--- config.mk ---
export PLATFORM = sky130hd
export DESIGN_NAME = reg_xfer_sequencer
export DESIGN_NICKNAME = d
export VERILOG_FILES = /design/src/rtl/nic8_pkg.sv /design/src/rtl/reg_xfer_sequencer_rr_arbiter.sv /design/src/rtl/reg_xfer_sequencer.sv
export SDC_FILE = /design/constraint.sdc
export NUM_CORES = 1
export LEC_CHECK = 0
export BUFFER_PORTS_ARGS = -buffer_cell sky130_fd_sc_hd__buf_4
export CORE_MARGIN = 8
export CORE_UTILIZATION = 25
export CTS_CLUSTER_DIAMETER = 100
export DETAILED_ROUTE_END_ITERATION = 16
export MAX_ROUTING_LAYER = met4
export PLACE_DENSITY_LB_ADDON = 0.12
export SYNTH_ARGS = -nofsm -noshare
export SYNTH_HDL_FRONTEND = slang
export SYNTH_SLANG_ARGS = --single-unit
--- constraint.sdc ---
create_clock -name clk -period 3.23 [get_ports clk]
set_input_delay 0.1615 -clock clk [delete_from_list [all_inputs] [get_ports clk]]
set_output_delay 0.1615 -clock clk [all_outputs]
set_load 0.03 [all_outputs]
--- src/rtl/nic8_pkg.sv ---
// Shared encodings for the 8-bit register-transfer datapath: source codes,
// destination mask bit positions and the transfer sequencer state type.
package nic8_pkg;

    localparam logic [1:0] SRC_A   = 2'b00;
    localparam logic [1:0] SRC_X   = 2'b01;
    localparam logic [1:0] SRC_IMM = 2'b10;
    localparam logic [1:0] SRC_RSV = 2'b11;

    // Destination mask is {A,B,X,Q}, A in the MSB.
    localparam int DST_A = 3;
    localparam int DST_B = 2;
    localparam int DST_X = 1;
    localparam int DST_Q = 0;

    typedef enum logic [1:0] {
        IDLE  = 2'd0,
        DRIVE = 2'd1,
        LOAD  = 2'd2,
        TURN  = 2'd3
    } xfer_state_e;

endpackage

--- src/rtl/reg_xfer_sequencer_rr_arbiter.sv ---
// Round-robin arbiter: the requester at index ptr has highest priority, then ptr+1, ptr+2, ...
// Latency: purely combinational, grant valid in the same cycle as req.
// Backpressure: en low forces an all-zero grant.
module rr_arbiter #(
    parameter int NREQ = 2,
    parameter int IW   = 1
) (
    input  logic [NREQ-1:0] req,
    input  logic [IW-1:0]   ptr,
    input  logic            en,
    output logic [NREQ-1:0] grant,
    output logic [IW-1:0]   idx
);

    logic found;

    always_comb begin
        grant = '0;
        idx   = '0;
        found = 1'b0;
        for (int k = 0; k < NREQ; k++) begin
            for (int i = 0; i < NREQ; i++) begin
                if (en && !found && req[i] && (((int'(ptr) + k) % NREQ) == i)) begin
                    found    = 1'b1;
                    grant[i] = 1'b1;
                    idx      = IW'(i);
                end
            end
        end
    end

endmodule

--- src/rtl/reg_xfer_sequencer.sv ---
// Sequences A/X/immediate -> {A,B,X,Q} transfers on the shared dbus for NREQ round-robin requesters.
// Latency: accept t, drive t+1, load+done t+2, TURN_CYCLES released cycles, next accept t+3+TURN_CYCLES.
// Backpressure: req_ready is only offered in IDLE; requesters hold req_valid until they see ready.
module reg_xfer_sequencer
    import nic8_pkg::*;
#(
    parameter int NREQ        = 2,
    parameter int DATA_W      = 8,
    parameter int TURN_CYCLES = 1
) (
    input  logic                   clk,
    input  logic                   reset,
    input  logic [NREQ-1:0]        req_valid,
    input  logic [2*NREQ-1:0]      req_src,
    input  logic [4*NREQ-1:0]      req_dst,
    input  logic [DATA_W*NREQ-1:0] req_imm,
    output logic [NREQ-1:0]        req_ready,
    output logic [NREQ-1:0]        req_done,
    output logic [NREQ-1:0]        req_err,
    output logic                   load_a,
    output logic                   load_b,
    output logic                   load_x,
    output logic                   load_q,
    output logic                   assert_bar_a,
    output logic                   assert_bar_x,
    output logic [DATA_W-1:0]      dbus_out,
    output logic                   dbus_oe,
    output logic                   busy
);

    localparam int         IW        = (NREQ > 2) ? 2 : 1;
    localparam logic [1:0] TURN_LAST = 2'(TURN_CYCLES - 1);

    xfer_state_e       state_q, state_d;
    logic [IW-1:0]     ptr_q, ptr_d;
    logic [IW-1:0]     gnt_idx_q, gnt_idx_d;
    logic [1:0]        src_q, src_d;
    logic [3:0]        dst_q, dst_d;
    logic [DATA_W-1:0] imm_q, imm_d;
    logic [1:0]        turn_cnt_q, turn_cnt_d;

    logic [3:0]        ld_vec_q, ld_vec_d;
    logic              bar_a_q, bar_a_d;
    logic              bar_x_q, bar_x_d;
    logic              oe_q, oe_d;
    logic [DATA_W-1:0] dout_q, dout_d;
    logic [NREQ-1:0]   done_q, done_d;
    logic [NREQ-1:0]   err_q, err_d;
    logic              busy_q, busy_d;

    logic              arb_en;
    logic [NREQ-1:0]   arb_grant;
    logic [IW-1:0]     arb_idx;
    logic [1:0]        sel_src;
    logic [3:0]        sel_dst;
    logic [DATA_W-1:0] sel_imm;
    logic              drv_en;
    logic [1:0]        drv_src;
    logic [DATA_W-1:0] drv_imm;

    function automatic logic [IW-1:0] next_idx(input logic [IW-1:0] i);
        if (i == IW'(NREQ - 1)) begin
            return '0;
        end
        return i + 1'b1;
    endfunction

    // No grant while reset is sampled, so a requester never sees a handshake that gets discarded.
    assign arb_en = (state_q == IDLE) && !reset;

    rr_arbiter #(
        .NREQ (NREQ),
        .IW   (IW)
    ) u_arb (
        .req   (req_valid),
        .ptr   (ptr_q),
        .en    (arb_en),
        .grant (arb_grant),
        .idx   (arb_idx)
    );

    assign req_ready = arb_grant;

    always_comb begin
        sel_src = '0;
        sel_dst = '0;
        sel_imm = '0;
        for (int i = 0; i < NREQ; i++) begin
            if (arb_grant[i]) begin
                sel_src = req_src[2*i +: 2];
                sel_dst = req_dst[4*i +: 4];
                sel_imm = req_imm[DATA_W*i +: DATA_W];
            end
        end
    end

    always_comb begin
        state_d    = state_q;
        ptr_d      = ptr_q;
        gnt_idx_d  = gnt_idx_q;
        src_d      = src_q;
        dst_d      = dst_q;
        imm_d      = imm_q;
        turn_cnt_d = turn_cnt_q;
        ld_vec_d   = '0;
        done_d     = '0;
        err_d      = '0;
        drv_en     = 1'b0;
        drv_src    = SRC_A;
        drv_imm    = '0;

        case (state_q)
            IDLE: begin
                if (|arb_grant) begin
                    gnt_idx_d = arb_idx;
                    src_d     = sel_src;
                    dst_d     = sel_dst;
                    imm_d     = sel_imm;
                    if (sel_src == SRC_RSV) begin
                        err_d      = arb_grant;
                        state_d    = TURN;
                        turn_cnt_d = TURN_LAST;
                        ptr_d      = next_idx(arb_idx);
                    end else begin
                        state_d = DRIVE;
                        drv_en  = 1'b1;
                        drv_src = sel_src;
                        drv_imm = sel_imm;
                    end
                end
            end
            DRIVE: begin
                state_d  = LOAD;
                drv_en   = 1'b1;
                drv_src  = src_q;
                drv_imm  = imm_q;
                ld_vec_d = dst_q;
                for (int i = 0; i < NREQ; i++) begin
                    if (gnt_idx_q == IW'(i)) begin
                        done_d[i] = 1'b1;
                    end
                end
            end
            LOAD: begin
                state_d    = TURN;
                turn_cnt_d = TURN_LAST;
                ptr_d      = next_idx(gnt_idx_q);
            end
            TURN: begin
                if (turn_cnt_q == 2'd0) begin
                    state_d = IDLE;
                end else begin
                    turn_cnt_d = turn_cnt_q - 2'd1;
                end
            end
            default: state_d = IDLE;
        endcase
    end

    // Driver enables are a function of the source code alone, so only one can ever be active.
    always_comb begin
        bar_a_d = 1'b1;
        bar_x_d = 1'b1;
        oe_d    = 1'b0;
        dout_d  = '0;
        if (drv_en) begin
            case (drv_src)
                SRC_A:   bar_a_d = 1'b0;
                SRC_X:   bar_x_d = 1'b0;
                SRC_IMM: begin
                    oe_d   = 1'b1;
                    dout_d = drv_imm;
                end
                default: ;
            endcase
        end
        busy_d = (state_d != IDLE);
    end

    always_ff @(posedge clk) begin
        if (reset) begin
            state_q    <= IDLE;
            ptr_q      <= '0;
            gnt_idx_q  <= '0;
            src_q      <= '0;
            dst_q      <= '0;
            imm_q      <= '0;
            turn_cnt_q <= '0;
            ld_vec_q   <= '0;
            bar_a_q    <= 1'b1;
            bar_x_q    <= 1'b1;
            oe_q       <= 1'b0;
            dout_q     <= '0;
            done_q     <= '0;
            err_q      <= '0;
            busy_q     <= 1'b0;
        end else begin
            state_q    <= state_d;
            ptr_q      <= ptr_d;
            gnt_idx_q  <= gnt_idx_d;
            src_q      <= src_d;
            dst_q      <= dst_d;
            imm_q      <= imm_d;
            turn_cnt_q <= turn_cnt_d;
            ld_vec_q   <= ld_vec_d;
            bar_a_q    <= bar_a_d;
            bar_x_q    <= bar_x_d;
            oe_q       <= oe_d;
            dout_q     <= dout_d;
            done_q     <= done_d;
            err_q      <= err_d;
            busy_q     <= busy_d;
        end
    end

    assign load_a       = ld_vec_q[DST_A];
    assign load_b       = ld_vec_q[DST_B];
    assign load_x       = ld_vec_q[DST_X];
    assign load_q       = ld_vec_q[DST_Q];
    assign assert_bar_a = bar_a_q;
    assign assert_bar_x = bar_x_q;
    assign dbus_oe      = oe_q;
    assign dbus_out     = dout_q;
    assign req_done     = done_q;
    assign req_err      = err_q;
    assign busy         = busy_q;

endmodule
# Yosys cells after proc, flatten, opt, wreduce, memory -nomap -nowiden
# Cells that the tools add are included.
[op_classes]
addsub = 4
n_mul = 0
div_mod_pow = 0
magnitude_cmp = 0
eq_ne = 10
n_shift = 0
muxes = 48
bitwise_logic = 7
n_reduce_logical = 32
[op_table]
columns = ["operator", "n"]
rows = [
  ["zero test 32 bit", 2],
  ["2-to-1 mux 8 bit", 4],
  ["2-to-1 mux 1 bit", 26],
  ["2-to-1 mux 2 bit", 10],
  ["case mux 8 bit (2 select lines)", 1],
  ["logical AND 1 bit", 12],
  ["== test 2 bit (second input constant)", 5],
  ["2-to-1 mux 4 bit", 2],
  ["case mux 2 bit (4 select lines)", 1],
  ["zero test 2 bit", 3],
  ["NOT 1 bit", 6],
  ["case mux 2 bit (3 select lines)", 1],
  ["OR reduction 2 bit", 3],
  ["== test 2 x 1 -> 1 bit (second input constant)", 2],
  ["zero test 1 bit", 4],
  ["inequality test 2 x 1 -> 1 bit (second input constant)", 2],
  ["case mux 1 bit (2 select lines)", 2],
  ["case mux 2 bit (2 select lines)", 1],
  ["AND reduction 4 bit", 1],
  ["nonzero test 2 bit", 2],
  ["OR reduction 4 bit", 1],
  ["adder 1 bit (second input constant)", 3],
  ["AND reduction 3 bit", 1],
  ["nonzero test 3 bit", 1],
  ["5 further kinds", 5],
]
[totals]
reg_bits = 40
latchBits = 0
mem_bits_rw = 0
mem_bits_ro = 0
inputBits = 32
output_inout_bits = 22
word_cells = 116
n_memories = 0

# Logic depth before layout (Yosys ltp)
# Gate-level depths: netlist of run 1.
[logic_depth]
ltp_word = 29
ltp_mapped = 7
ltp_nobuf = 6

# By module
# A second synthesis of run 1 with hierarchy kept.
[hier_totals]
hier_cells = 189
area_unflattened_um2 = 1734.2
[modules_own_cells]
columns = ["module", "n_inst", "cells_each", "area_per_inst_um2", "seq_area_each_um2"]
rows = [
  ["reg_xfer_sequencer", 1, 183, 1707.9, 800.8],
  ["rr_arbiter", 1, 6, 26.3, 0.0],
]

# Worst setup path after synthesis of run 1
# Ideal clock, no wire load.
[synth_path]
path_kind = "register -> register"
startpoint = "register state_q[0]"
endpoint = "register ptr_q"
setup_ns = 0.071
arrival_ns = 1.538
required_ns = 3.159
slack_ns = 1.621
stages_incl_launch_ff = 8
n_path_buf = 2
period_less_slack_ns = 1.609
path_cell_list = "dfxtp_1 > buf_4 > nor3_4 > and3_1 > buf_2 > and2_1 > o221ai_1 > a21oi_1"
[synth_between]
elab_cells_between_ends = 42
cone_classes = "1 x add/sub; 4 x eq/ne; 18 x mux; 19 x reduce/logical"
[synth_rtl]
columns = ["item", "line", "source"]
rows = [
  ["from (decl)", "reg_xfer_sequencer.sv:34", "xfer_state_e state_q, state_d;"],
  ["from (signal assigned)", "reg_xfer_sequencer.sv:198", "state_q <= state_d;"],
  ["zero test 2 bit *", "reg_xfer_sequencer.sv:69", "assign arb_en = (state_q == IDLE) && !reset;"],
  ["logical AND 1 bit *", "reg_xfer_sequencer.sv:69", ""],
  ["logical AND 1 bit (2 in series)", "reg_xfer_sequencer_rr_arbiter.sv:23", "if (en && !found && req[i] && (((int'(ptr) + k) % NREQ) == i)) begin"],
  ["2-to-1 mux 1 bit", "reg_xfer_sequencer_rr_arbiter.sv:23", ""],
  ["zero test 1 bit", "reg_xfer_sequencer_rr_arbiter.sv:23", ""],
  ["logical AND 1 bit (3 in series)", "reg_xfer_sequencer_rr_arbiter.sv:23", ""],
  ["2-to-1 mux 1 bit", "reg_xfer_sequencer_rr_arbiter.sv:23", ""],
  ["zero test 1 bit", "reg_xfer_sequencer_rr_arbiter.sv:23", ""],
  ["logical AND 1 bit (3 in series)", "reg_xfer_sequencer_rr_arbiter.sv:23", ""],
  ["2-to-1 mux 1 bit *", "reg_xfer_sequencer_rr_arbiter.sv:23", ""],
  ["net req_ready[0]", "reg_xfer_sequencer.sv:17", "output logic [NREQ-1:0] req_ready,"],
  ["2-to-1 mux 2 bit (2 in series)", "reg_xfer_sequencer.sv:89", "if (arb_grant[i]) begin"],
  ["== test 2 bit", "reg_xfer_sequencer.sv:119", "if (sel_src == SRC_RSV) begin"],
  ["inequality test 2 x 1 -> 1 bit (no source line)", "n/a", ""],
  ["AND reduction 3 bit (no source line) *", "n/a", ""],
  ["to (signal assigned)", "reg_xfer_sequencer.sv:199", "ptr_q <= ptr_d;"],
  ["to (decl)", "reg_xfer_sequencer.sv:35", "logic [IW-1:0] ptr_q, ptr_d;"],
]
# Mark *: on every way through the listed nets, which the timed path passes. The rest lies on a longest branch. The select of a mux whose other input is x is not followed.
# A chain may end at the register's enable or synchronous reset.

# Worst setup path in the final report of run 1
[layout_path]
startpoint = "register state_q[1]"
endpoint = "output req_ready[1]"
[layout_between]
elab_chain_cells = 20
elab_cells_between_ends = 21
cone_classes = "5 x mux; 16 x reduce/logical"
[layout_lines]
columns = ["item", "line"]
rows = [
  ["zero test 2 bit *", "reg_xfer_sequencer.sv:69"],
  ["logical AND 1 bit *", "reg_xfer_sequencer.sv:69"],
  ["logical AND 1 bit (2 in series)", "reg_xfer_sequencer_rr_arbiter.sv:23"],
  ["2-to-1 mux 1 bit", "reg_xfer_sequencer_rr_arbiter.sv:23"],
  ["zero test 1 bit", "reg_xfer_sequencer_rr_arbiter.sv:23"],
  ["logical AND 1 bit (3 in series)", "reg_xfer_sequencer_rr_arbiter.sv:23"],
  ["2-to-1 mux 1 bit", "reg_xfer_sequencer_rr_arbiter.sv:23"],
  ["zero test 1 bit", "reg_xfer_sequencer_rr_arbiter.sv:23"],
  ["logical AND 1 bit (3 in series)", "reg_xfer_sequencer_rr_arbiter.sv:23"],
  ["2-to-1 mux 1 bit", "reg_xfer_sequencer_rr_arbiter.sv:23"],
  ["zero test 1 bit", "reg_xfer_sequencer_rr_arbiter.sv:23"],
  ["logical AND 1 bit (3 in series)", "reg_xfer_sequencer_rr_arbiter.sv:23"],
  ["2-to-1 mux 1 bit *", "reg_xfer_sequencer_rr_arbiter.sv:23"],
  ["to (decl)", "reg_xfer_sequencer.sv:17"],
]
# Mark *: on every way between the ends. The rest lies on a longest branch, timed or not.

==> results of run 1 <==
state kept, by name (all words and copies together), names as in the netlist:
| name | count |
|---|---|
| assert_bar_a | 1 |
| assert_bar_x | 1 |
| busy | 1 |
| dbus_oe | 1 |
| dbus_out | 8 |
| dst_q | 4 |
| gnt_idx_q | 1 |
| imm_q | 8 |
| ld_vec_q | 4 |
| ptr_q | 1 |
| req_done | 2 |
| req_err | 2 |
| src_q | 2 |
| state_q | 2 |
| turn_cnt_q | 2 |
logic make-up (layout without fill, tap and decap cells):
family	after synthesis	after routing	share of synthesized area [%]
flip-flops	40	40	43.9
AND/OR/NAND/NOR	93	93	25.9
adder cells (fa/ha/maj)	1	1	0.686
AO/OA/AOI/OAI	51	51	21.4
buffers and inverters	18	67	5.28
multiplexers	5	5	2.75
worst reg2reg max path, cell delays in order (launching register included):
cell and delay [ns]:
dfxtp_1 0.41, nor3_4 0.32, o21a_4 0.33, o21ai_1 0.20, a211oi_4 0.50, o21a_1 0.20
report_power, final:
group	leakage [µW]	total [µW]	internal (µW)	switching [µW]
Combinational	0.000586	241	99.0	142
Sequential	0.000326	550	528	22.1
Clock	0.0000784	572	387	186
Total	0.000991	1360	1010	350
per-layer routing:
metal  up-vias  part of all wire, %  track usage, %
li1        830                    -               -
met1       736                   48            13.7
met2        50                   45            17.7
met3         4                  6.1            2.96
met4         0                 0.75            3.09
met5         -                    0               -
per-stage QoR:
stage          worst slack [ns]  hold WS, ns  utilization, %  area [µm²]
3_5_place_dp               1.19        0.431            31.8        2280
6_report                   1.01        0.124            34.0        2440
3_3_place_gp               1.21        0.434            31.8        2280
5_1_grt                   0.793        0.138            34.0        2440
2_1_floorplan              1.62        0.234               -        1820
4_1_cts                   0.975        0.119            34.0        2440
worst paths after layout:
check	from	to	slack, ns	depth (start not counted)
worst min-delay path	req_dst[0]	dst_q[0]	0.12	3
worst max register to register	state_q[1]	dbus_out[4]	1.21	5
worst min register to register	gnt_idx_q	req_done[0]	0.45	1
worst max-delay path	state_q[1]	req_ready[1]	1.01	4
final cells by class:
type / count / area [µm²]
fillers: 764 / 4740
multi-input cells: 150 / 926
flip-flops and latches: 40 / 801
repair buffers: 55 / 413
well taps: 99 / 124
clock inverters: 3 / 90.1
clock buffers: 5 / 68.8
inverters: 4 / 15.0
Yosys cell counts (2+ instances only):
library cell / instances
and2_1: 15
o21a_1: 8
a21o_1: 2
mux2i_1: 5
a21oi_1: 15
nand2b_1: 5
nor2b_1: 2
buf_2: 2
a311oi_1: 7
buf_6: 3
a211oi_1: 4
a222oi_1: 2
inv_1: 3
nand4_1: 2
o21ai_0: 3
clkbuf_1: 8
o21ai_1: 2
nor2_1: 18
nand2_1: 24
nand3_1: 19
dfxtp_1: 40
and4_1: 2
==> summary.txt, run 1 <==
Die
  – Effective utilization at floorplan: 25.4%
  – Num ports: 54
  – Height of the die: 101 µm
  – Die Span X: 101 µm
  – Row cnt: 31
  – Core Area: about 7200 µm²
  – Die Outline Area: roughly 10,000 µm²

Power and ir drop
  – Total power per unit cell area: 559 nW/µm²
  – Leakage power summed over all cells: between 0.0009 and 0.001 µW
  – Worst IR Drop VDD: 0.225 mV
  – Total power of the final layout: between 1000 and 1500 µW

Synth
  – Mapped Nets: 241
  – Count of distinct cell types in the synthesized netlist: 39
  – Most area-consuming cells after synthesis: dfxtp_1 44%, nand3_1 5.2%, and2_1 5.1%, nand2_1 4.9%, a21oi_1 4.1%
  – Share of Yosys cell area claimed by the top area cell type: a little over two fifths
  – Asr flop ratio synth: 0%
  – Number of enable flip-flop cells after synthesis: 0
  – Netlist Area Pre-Place: approximately 1800 µm²
  – Mean instance size in the synthesized netlist: between 8 and 9 µm²
  – Most instantiated flip-flop cell in the synthesis netlist: dfxtp_1
  – Number of storage elements in the synthesis netlist: 40
  – Sequential area share after synthesis: between 40% and 50%
  – Cell count after synthesis: between 200 and 250
  – Cell taking the most area after synthesis: dfxtp_1
  – Yosys warning total: 0

Critical path
  – Class of the most critical setup path: reg2out
  – Required time worst endpoint: around 3 ns
  – Delay of the slowest cell on the worst path: between 0.4 and 0.5 ns
  – Crit path buffers/inverters: 2
  – CP Launch Type: flop
  – Dominant delay contributor by cell family on the critical path: simple AND/OR/NAND/NOR gates
  – Arrival time reported for the critical path endpoint: between 2 and 2.5 ns
  – Largest driver fanout on the critical path: 19
  – Setup crit end kind: output pin
  – Worst path cell trace: nor3_4 -> nand3_2 -> inv_2 -> buf_4
  – Standard cell with the maximum stage delay on the critical path: dfxtp_1

Route
  – DR WL/cell: ~15 µm
  – Antenna Violating Nets Remaining: 0
  – Number of vias in the routed layout: ~1,600
  – Count of TritonRoute iterations in the first routing pass: 4
  – Detailed Route Iter0 Violations: between 80 and 90
  – Detailed-route wire length: ~5300 µm
  – Detailed-route DRC error count: 0
  – Drt via density: roughly 4.6

Finish
  – Proportion of layout cells with a drive suffix above 1: between 20% and 30%
  – Highest-count cells in the layout ignoring fill and taps: 55 x buf_4, 40 x dfxtp_1, 24 x nand2_1
  – Commonest non-fill, non-tap cell in the layout: buf_4
  – Synthesis-to-layout area growth: 33.7%
  – Antenna diode count: 0
  – Total number of nets in the final design: ~290
  – Post-layout instance count excluding filler cells: 356

STA
  – Max Transition Viols Final: 0
  – Worst relative slew slack: 45.2%
  – Maximum achievable frequency: approximately 450 MHz
  – Sum of negative setup slack: 0 ns
  – Fraction of the cycle the final worst path needs: between 60 and 70%
  – Number of hold violations in the final report: 0
  – # setup viols final: 0
  – Worst setup skew after layout: 0.00693 ns
  – Unrepaired setup endpoints after global routing: no
  – Period minus WS final: 2.22 ns
  – Actual slew at the worst max-slew pin: around 0.82 ns

CTS
  – CTS hold repair buffers: 0
  – Clk buf depth: 2
  – Level count of the clock H-tree: 2
  – Number of gates resized after CTS: 0
  – Clock transition at the registers of the reported paths: around 0.090 ns
  – Clock Root Buffer: clkbuf_8
  – Post CTS Setup Buffer Count: 0
  – Skew-Pair Late Insertion Delay: ~0.29 ns
  – Clock tree from TritonCTS: done
  – CTS sink count: 40
  – CTS Buf Count: 5

Min path
  – Type of the tightest min-delay check: in2reg

Place
  – Port bufs: 53
  – Cell Count Post-Placement: 348
  – HPWL Detailed: about 3700 µm
  – Gpl congestion: 0.761

Global routing
  – Leftover overflow at the end of global routing: 0
  – Wire length of the first global-routing pass: 8630 µm
  – Initial antenna violation count: 0
  – Overall routing resource usage: between 10% and 20%
  – Largest net degree at the start of global routing: 25
  – Via count of the first global-routing pass: roughly 1,700

Outcome
  – Run status: completed

Job
  – Max Cap Viol: 0
Power figures use the tool's default switching activity.
==> run 2, diff against run 1 <==
- clock period: 3.23 -> 2.1 ns (I/O delays scaled with it)
==> run 2 against run 1 <==
Effect of this change: critical path depth grew 1; non-clock buffer count grew 5; register-to-register slack lost 0.92 ns; clock skew grew 0.00072 ns; wire length grew 2.6%; hold slack lost 0.049 ns; clock power shrank 5.1%; utilization shrank 0.38 points; combinational power grew 61%; die area is the same; via count grew 1.9%; critical endpoint is now dbus_out[7].
==> summary.txt, run 2 (same netlist as run 1, synthesis figures left out) <==
Outcome
  – Run status: completed

STA
  – Unrepaired setup endpoints after global routing: no
  – Period minus WS final: 1.81 ns
  – Worst relative slew slack: 36.4% (-8.8 points)
  – # setup viols final: 0 (unchanged)
  – Worst hold slack: 0.0742 ns (-0.0493 ns)
  – Worst setup skew after layout: 0.00765 ns (+0.000723 ns)
  – Actual slew at the worst max-slew pin: 0.947 ns (+0.127 ns)
  – Number of hold violations in the final report: 0 (unchanged)
  – Sum of negative setup slack: 0 ns (unchanged)
  – Max Transition Viols Final: 0 (unchanged)
  – Maximum achievable frequency: 551 MHz
  – Fraction of the cycle the final worst path needs: slightly below 90%

Die
  – Num ports: 54 (unchanged)
  – Row cnt: 31 (unchanged)
  – Core Area: 7180 µm² (unchanged)
  – Height of the die: 101 µm (unchanged)
  – Die Outline Area: 10,300 µm² (unchanged)
  – Effective utilization at floorplan: 25.4% (unchanged)
  – Die Span X: 101 µm (unchanged)

CTS
  – Level count of the clock H-tree: 2 (unchanged)
  – Clock Root Buffer: clkbuf_8
  – CTS hold repair buffers: 0 (unchanged)
  – Clock tree from TritonCTS: done
  – Clk buf depth: 2 (unchanged)
  – CTS sink count: 40 (unchanged)
  – Number of gates resized after CTS: 0 (unchanged)
  – Clock transition at the registers of the reported paths: 0.08 ns (about the same)
  – CTS Buf Count: 5 (unchanged)
  – Post CTS Setup Buffer Count: 0 (unchanged)
  – Skew-Pair Late Insertion Delay: 0.29 ns (about the same)

Finish
  – Synthesis-to-layout area growth: 32.2%
  – Proportion of layout cells with a drive suffix above 1: 29.0% (+0.99 points)
  – Fillcell total: 763 (-0.13%)
  – Total number of nets in the final design: 294 (+1.7%)
  – Highest-count cells in the layout ignoring fill and taps: 60 x buf_4, 40 x dfxtp_1, 24 x nand2_1
  – Commonest non-fill, non-tap cell in the layout: buf_4
  – Antenna diode count: 0 (unchanged)

Route
  – Drt via density: 4.57 (+0.50%)
  – Detailed Route Iter0 Violations: 88 (+8.6%)
  – Detailed-route DRC error count: 0 (unchanged)
  – Count of TritonRoute iterations in the first routing pass: 4 (unchanged)
  – Number of vias in the routed layout: 1,651 (+1.9%)
  – Detailed-route wire length: 5460 µm (+2.6%)
  – DR WL/cell: 15.1 µm (+1.1%)
  – Antenna Violating Nets Remaining: 0 (unchanged)

Critical path
  – Arrival time reported for the critical path endpoint: 2.05 ns (about the same)
  – Worst flop-to-flop path startpoint: state_q[1]
  – Worst reg-to-reg path cell count: 5 (unchanged)
  – Worst path cell trace: nor3_4 -> o21a_4 -> o21ai_1 -> a211oi_4 -> o21a_1
  – Flop2flop setup slack: 0.29 ns (-0.92 ns)
  – Required time worst endpoint: 2.34 ns (-0.73 ns)
  – Setup crit end kind: flop
  – Standard cell with the maximum stage delay on the critical path: a211oi_4
  – FF-to-FF End: dbus_out[7]
  – CP Launch Type: flop
  – Class of the most critical setup path: reg2reg
  – Largest driver fanout on the critical path: 9 (-10)
  – Delay of the slowest cell on the worst path: 0.48 ns (+0.07 ns)

Global routing
  – Initial antenna violation count: 0 (unchanged)
  – Overall routing resource usage: 11.5% (+0.36 points)
  – Wire length of the first global-routing pass: 8980 µm (+4.0%)
  – Leftover overflow at the end of global routing: 0 (unchanged)
  – Largest net degree at the start of global routing: 25 (unchanged)
  – Via count of the first global-routing pass: 1,775 (+4.9%)

Min path
  – Hold Path Origin: req_dst[0]
  – Type of the tightest min-delay check: in2reg
  – Number of cells on the worst hold path: 3 (unchanged)
  – Hold path endpoint: dst_q[0]

Job
  – Max Cap Viol: 0 (unchanged)

Power and ir drop
  – Total power of the final layout: 1780 µW (+30%)
  – Total power per unit cell area: 737 nW/µm² (+32%)
  – Leakage power summed over all cells: 0.000982 µW (-0.87%)
  – Worst IR Drop VDD: 0.308 mV (+37%)

Place
  – HPWL Detailed: 3880 µm (+3.8%)
  – Port bufs: 53 (unchanged)
  – Gpl congestion: 0.794 (+4.4%)
[run 2: cell count changes in the layout (fill, tap and decap cells not counted), sizes merged]
cell | before | now
buf | 55 | 60
bufinv | 3 | 0
clkbuf | 5 | 7
clkinvlp | 0 | 1
[run 2: area by class of cell]
| class | instances | area, µm² | share of cell area (%) |
|---|---|---|---|
| repair buffers | 60 | 450 | 18.7 |
| inverters | 4 | 15.0 | 0.623 |
| clock inverters | 1 | 7.51 | 0.312 |
| flip-flops and latches | 40 | 801 | 33.2 |
| multi-input cells | 150 | 926 | 38.4 |
| well taps | 99 | 124 | 5.14 |
| clock buffers | 7 | 86.3 | 3.58 |
[run 2: worst max-delay path by stage]
stage                    start            to  slack [ns]  cells after the start
floorplan           state_q[0]         ptr_q        0.49                      7
CTS                 state_q[1]  req_ready[1]        0.27                      4
finish              state_q[1]   dbus_out[7]        0.29                      5
global route        state_q[1]  req_ready[1]        0.15                      4
global placement    state_q[1]   dbus_out[0]        0.34                      5
detailed placement  state_q[1]   dbus_out[5]        0.29                      5
[run 2: per-stage QoR]
| stage | area [µm²] | utilization [%] | std cells | setup slack [ns] |
|---|---|---|---|---|
| 2_1_floorplan | 1820 | - | 208 | 0.491 |
| 3_3_place_gp | 2320 | 32.3 | 353 | 0.336 |
| 3_5_place_dp | 2320 | 32.3 | 353 | 0.291 |
| 4_1_cts | 2410 | 33.6 | 361 | 0.271 |
| 5_1_grt | 2410 | 33.6 | 361 | 0.153 |
| 6_report | 2410 | 33.6 | 361 | 0.285 |
[run 2: where the power goes]
part / internal [µW] / switching (µW)
logic: 164 / 223
registers: 812 / 34.0
clock network: 267 / 276
total: 1240 / 532
[run 2: worst max-delay path: cells and delay by family, from the launching register on]
kind             cells  cell delay, ns
AND/OR/NAND/NOR      1            0.33
AO/OA/AOI/OAI        4            1.03
flip-flops           1            0.41
[run 2: metal layers]
layer	vias up	track usage [%]	part of all wire (%)
met5	-	-	0
met4	0	3.44	0.82
met3	5	3.30	4.7
met2	38	18.5	46
met1	770	13.7	49
li1	838	-	-
==> run 3, diff against run 2 <==
- CORE_UTILIZATION: 25 -> 23
- TNS_END_PERCENT: not set -> 10
==> run 3 against run 2 <==
Effect of this change: combinational power is 1% higher; cell count rose by 1.4%; global-route usage fell by 1.2 points; clock skew up 0.00061 ns; setup slack worse by 0.080 ns; critical path depth unchanged; wire length is 4.3% higher; flip-flop and latch count stayed put; fmax fell by 4.2%; count of clock-buffer cells in the layout unchanged; register-to-register slack lost 0.08 ns; design area increased by 2.1%; largest power group unchanged.
==> summary.txt, run 3 (same netlist as run 1, synthesis figures left out) <==
Outcome
  – Run status: completed

Critical path
  – Setup crit end kind: flop
  – Standard cell with the maximum stage delay on the critical path: a211oi_4
  – Flop2flop setup slack: 0.21 ns (-0.08 ns)
  – CP Launch Type: flop
  – Crit path buffers/inverters: 0 (unchanged)
  – Worst path cell trace: nor3_4 -> o21a_4 -> o21ai_1 -> a211oi_4 -> o21a_1
  – Largest driver fanout on the critical path: 10 (+1)
  – Delay of the slowest cell on the worst path: 0.47 ns (about the same)
  – Arrival time reported for the critical path endpoint: 2.13 ns (+0.08 ns)
  – Dominant delay contributor by cell family on the critical path: compound AO/OA/AOI/OAI gates
  – Class of the most critical setup path: reg2reg
  – Worst flop-to-flop path startpoint: state_q[1]
  – FF-to-FF End: dbus_out[0]
  – Worst reg-to-reg path cell count: 5 (unchanged)
  – Source of the critical timing path: state_q[1]
  – Required time worst endpoint: 2.33 ns (about the same)

CTS
  – Clk buf depth: 2 (unchanged)
  – Post CTS Setup Buffer Count: 0 (unchanged)
  – Skew-Pair Late Insertion Delay: 0.29 ns (about the same)
  – CTS hold repair buffers: 0 (unchanged)
  – CTS Buf Count: 5 (unchanged)
  – Clock tree from TritonCTS: done
  – Clock transition at the registers of the reported paths: 0.08 ns (about the same)
  – Level count of the clock H-tree: 2 (unchanged)
  – Clock Root Buffer: clkbuf_8
  – CTS sink count: 40 (unchanged)
  – Number of gates resized after CTS: 0 (unchanged)

Finish
  – Proportion of layout cells with a drive suffix above 1: 29.9% (+0.92 points)
  – Post-layout instance count excluding filler cells: 366 (+1.4%)
  – Commonest non-fill, non-tap cell in the layout: buf_4
  – Highest-count cells in the layout ignoring fill and taps: 62 x buf_4, 40 x dfxtp_1, 24 x nand2_1
  – Total number of nets in the final design: 296 (+0.68%)
  – Antenna diode count: 0 (unchanged)
  – Synthesis-to-layout area growth: 35.0%

Die
  – Die Span X: 105 µm (+3.6%)
  – Num ports: 54 (unchanged)
  – Height of the die: 105 µm (+3.6%)
  – Effective utilization at floorplan: 23.7% (-1.7 points)
  – Row cnt: 32 (+3.2%)
  – Core Area: 7690 µm² (+7.1%)
  – Die Outline Area: 11,000 µm² (+7.3%)

Route
  – Number of vias in the routed layout: 1,681 (+1.8%)
  – Detailed-route DRC error count: 0 (unchanged)
  – Drt via density: 4.59 (+0.43%)
  – Detailed-route wire length: 5690 µm (+4.3%)
  – Count of TritonRoute iterations in the first routing pass: 5 (+1)
  – Antenna Violating Nets Remaining: 0 (unchanged)
  – DR WL/cell: 15.5 µm (+2.9%)
  – Detailed Route Iter0 Violations: 108 (+23%)

Min path
  – Hold Path Origin: req_dst[3]
  – Type of the tightest min-delay check: in2reg
  – Number of cells on the worst hold path: 3 (unchanged)
  – Hold path endpoint: dst_q[3]

Power and ir drop
  – Total power per unit cell area: 785 nW/µm² (+6.6%)
  – Leakage power summed over all cells: 0.00101 µW (+3.0%)
  – Worst IR Drop VDD: 0.274 mV (-11%)

STA
  – Unrepaired setup endpoints after global routing: no
  – Maximum achievable frequency: 528 MHz (-4.2%)
  – Number of hold violations in the final report: 0 (unchanged)
  – Actual slew at the worst max-slew pin: 0.725 ns (-0.223 ns)
  – Worst relative slew slack: 51.3% (+15 points)
  – Worst setup skew after layout: 0.00826 ns (+0.000614 ns)
  – Max Transition Viols Final: 0 (unchanged)
  – Fraction of the cycle the final worst path needs: 90.2% (+3.8 points)
  – # setup viols final: 0 (unchanged)
  – Sum of negative setup slack: 0 ns (unchanged)
  – Period minus WS final: 1.89 ns (+0.0800 ns)

Global routing
  – Leftover overflow at the end of global routing: 0 (unchanged)
  – Overall routing resource usage: 10.3% (-1.2 points)
  – Via count of the first global-routing pass: 1,629 (-8.2%)
  – Largest net degree at the start of global routing: 24 (-4.0%)
  – Wire length of the first global-routing pass: 8870 µm (-1.2%)
  – Initial antenna violation count: 0 (unchanged)

Job
  – Max Cap Viol: 0 (unchanged)

Place
  – Cell Count Post-Placement: 358 (+1.4%)
  – Gpl congestion: 0.742 (-6.6%)
  – HPWL Detailed: 4150 µm (+7.2%)
  – Port bufs: 53 (unchanged)
[run 3: cell count changes in the layout (fill, tap and decap cells not counted), sizes merged]
cell	previous run	this run
buf	60	62
bufinv	0	1
clkinvlp	1	0
[run 3: area by class of cell]
type	instances	area (µm²)
clock buffers	7	96.3
clock inverters	1	30.0
fillers	822	5230
repair buffers	62	465
flip-flops and latches	40	801
well taps	102	128
multi-input cells	150	926
inverters	4	15.0
[run 3: how the worst max path moves through the flow]
stage	cells past startpoint	to
2_1_floorplan	7	ptr_q
3_3_place_gp	5	dbus_out[2]
3_5_place_dp	5	dbus_out[1]
4_1_cts	5	dbus_out[2]
5_1_grt	5	dbus_out[0]
6_report	5	dbus_out[0]
[run 3: stage by stage]
stage	setup slack, ns	total power, µW	cell area, µm²	utilization (%)	hold slack (ns)
3_3_place_gp	0.281	1260	2330	30.4	0.376
2_1_floorplan	0.491	1110	1820	-	0.177
3_5_place_dp	0.233	1260	2330	30.4	0.378
5_1_grt	0.0558	2020	2460	32.0	0.0781
4_1_cts	0.204	1960	2460	32.0	0.0655
6_report	0.205	1930	2460	32.0	0.0737
[run 3: power by group]
group          internal [µW]  leakage (µW)  switching (µW)
logic                    166      0.000620             226
registers                812      0.000326            36.3
clock network            420     0.0000645             273
[run 3: per-layer routing]
| layer | up-vias | track usage, % | wire (µm) |
|---|---|---|---|
| li1 | 843 | - | - |
| met2 | 52 | 14.3 | 2370 |
| met4 | 0 | 2.85 | 29 |
| met3 | 2 | 2.58 | 259 |
| met1 | 784 | 14.4 | 3030 |
| met5 | - | - | 0 |
[run 3: worst min-delay path: cells and delay by family]
family / cells / cell delay (ns)
buffers and inverters: 1 / 0.08
AND/OR/NAND/NOR: 1 / 0.08
AO/OA/AOI/OAI: 1 / 0.07
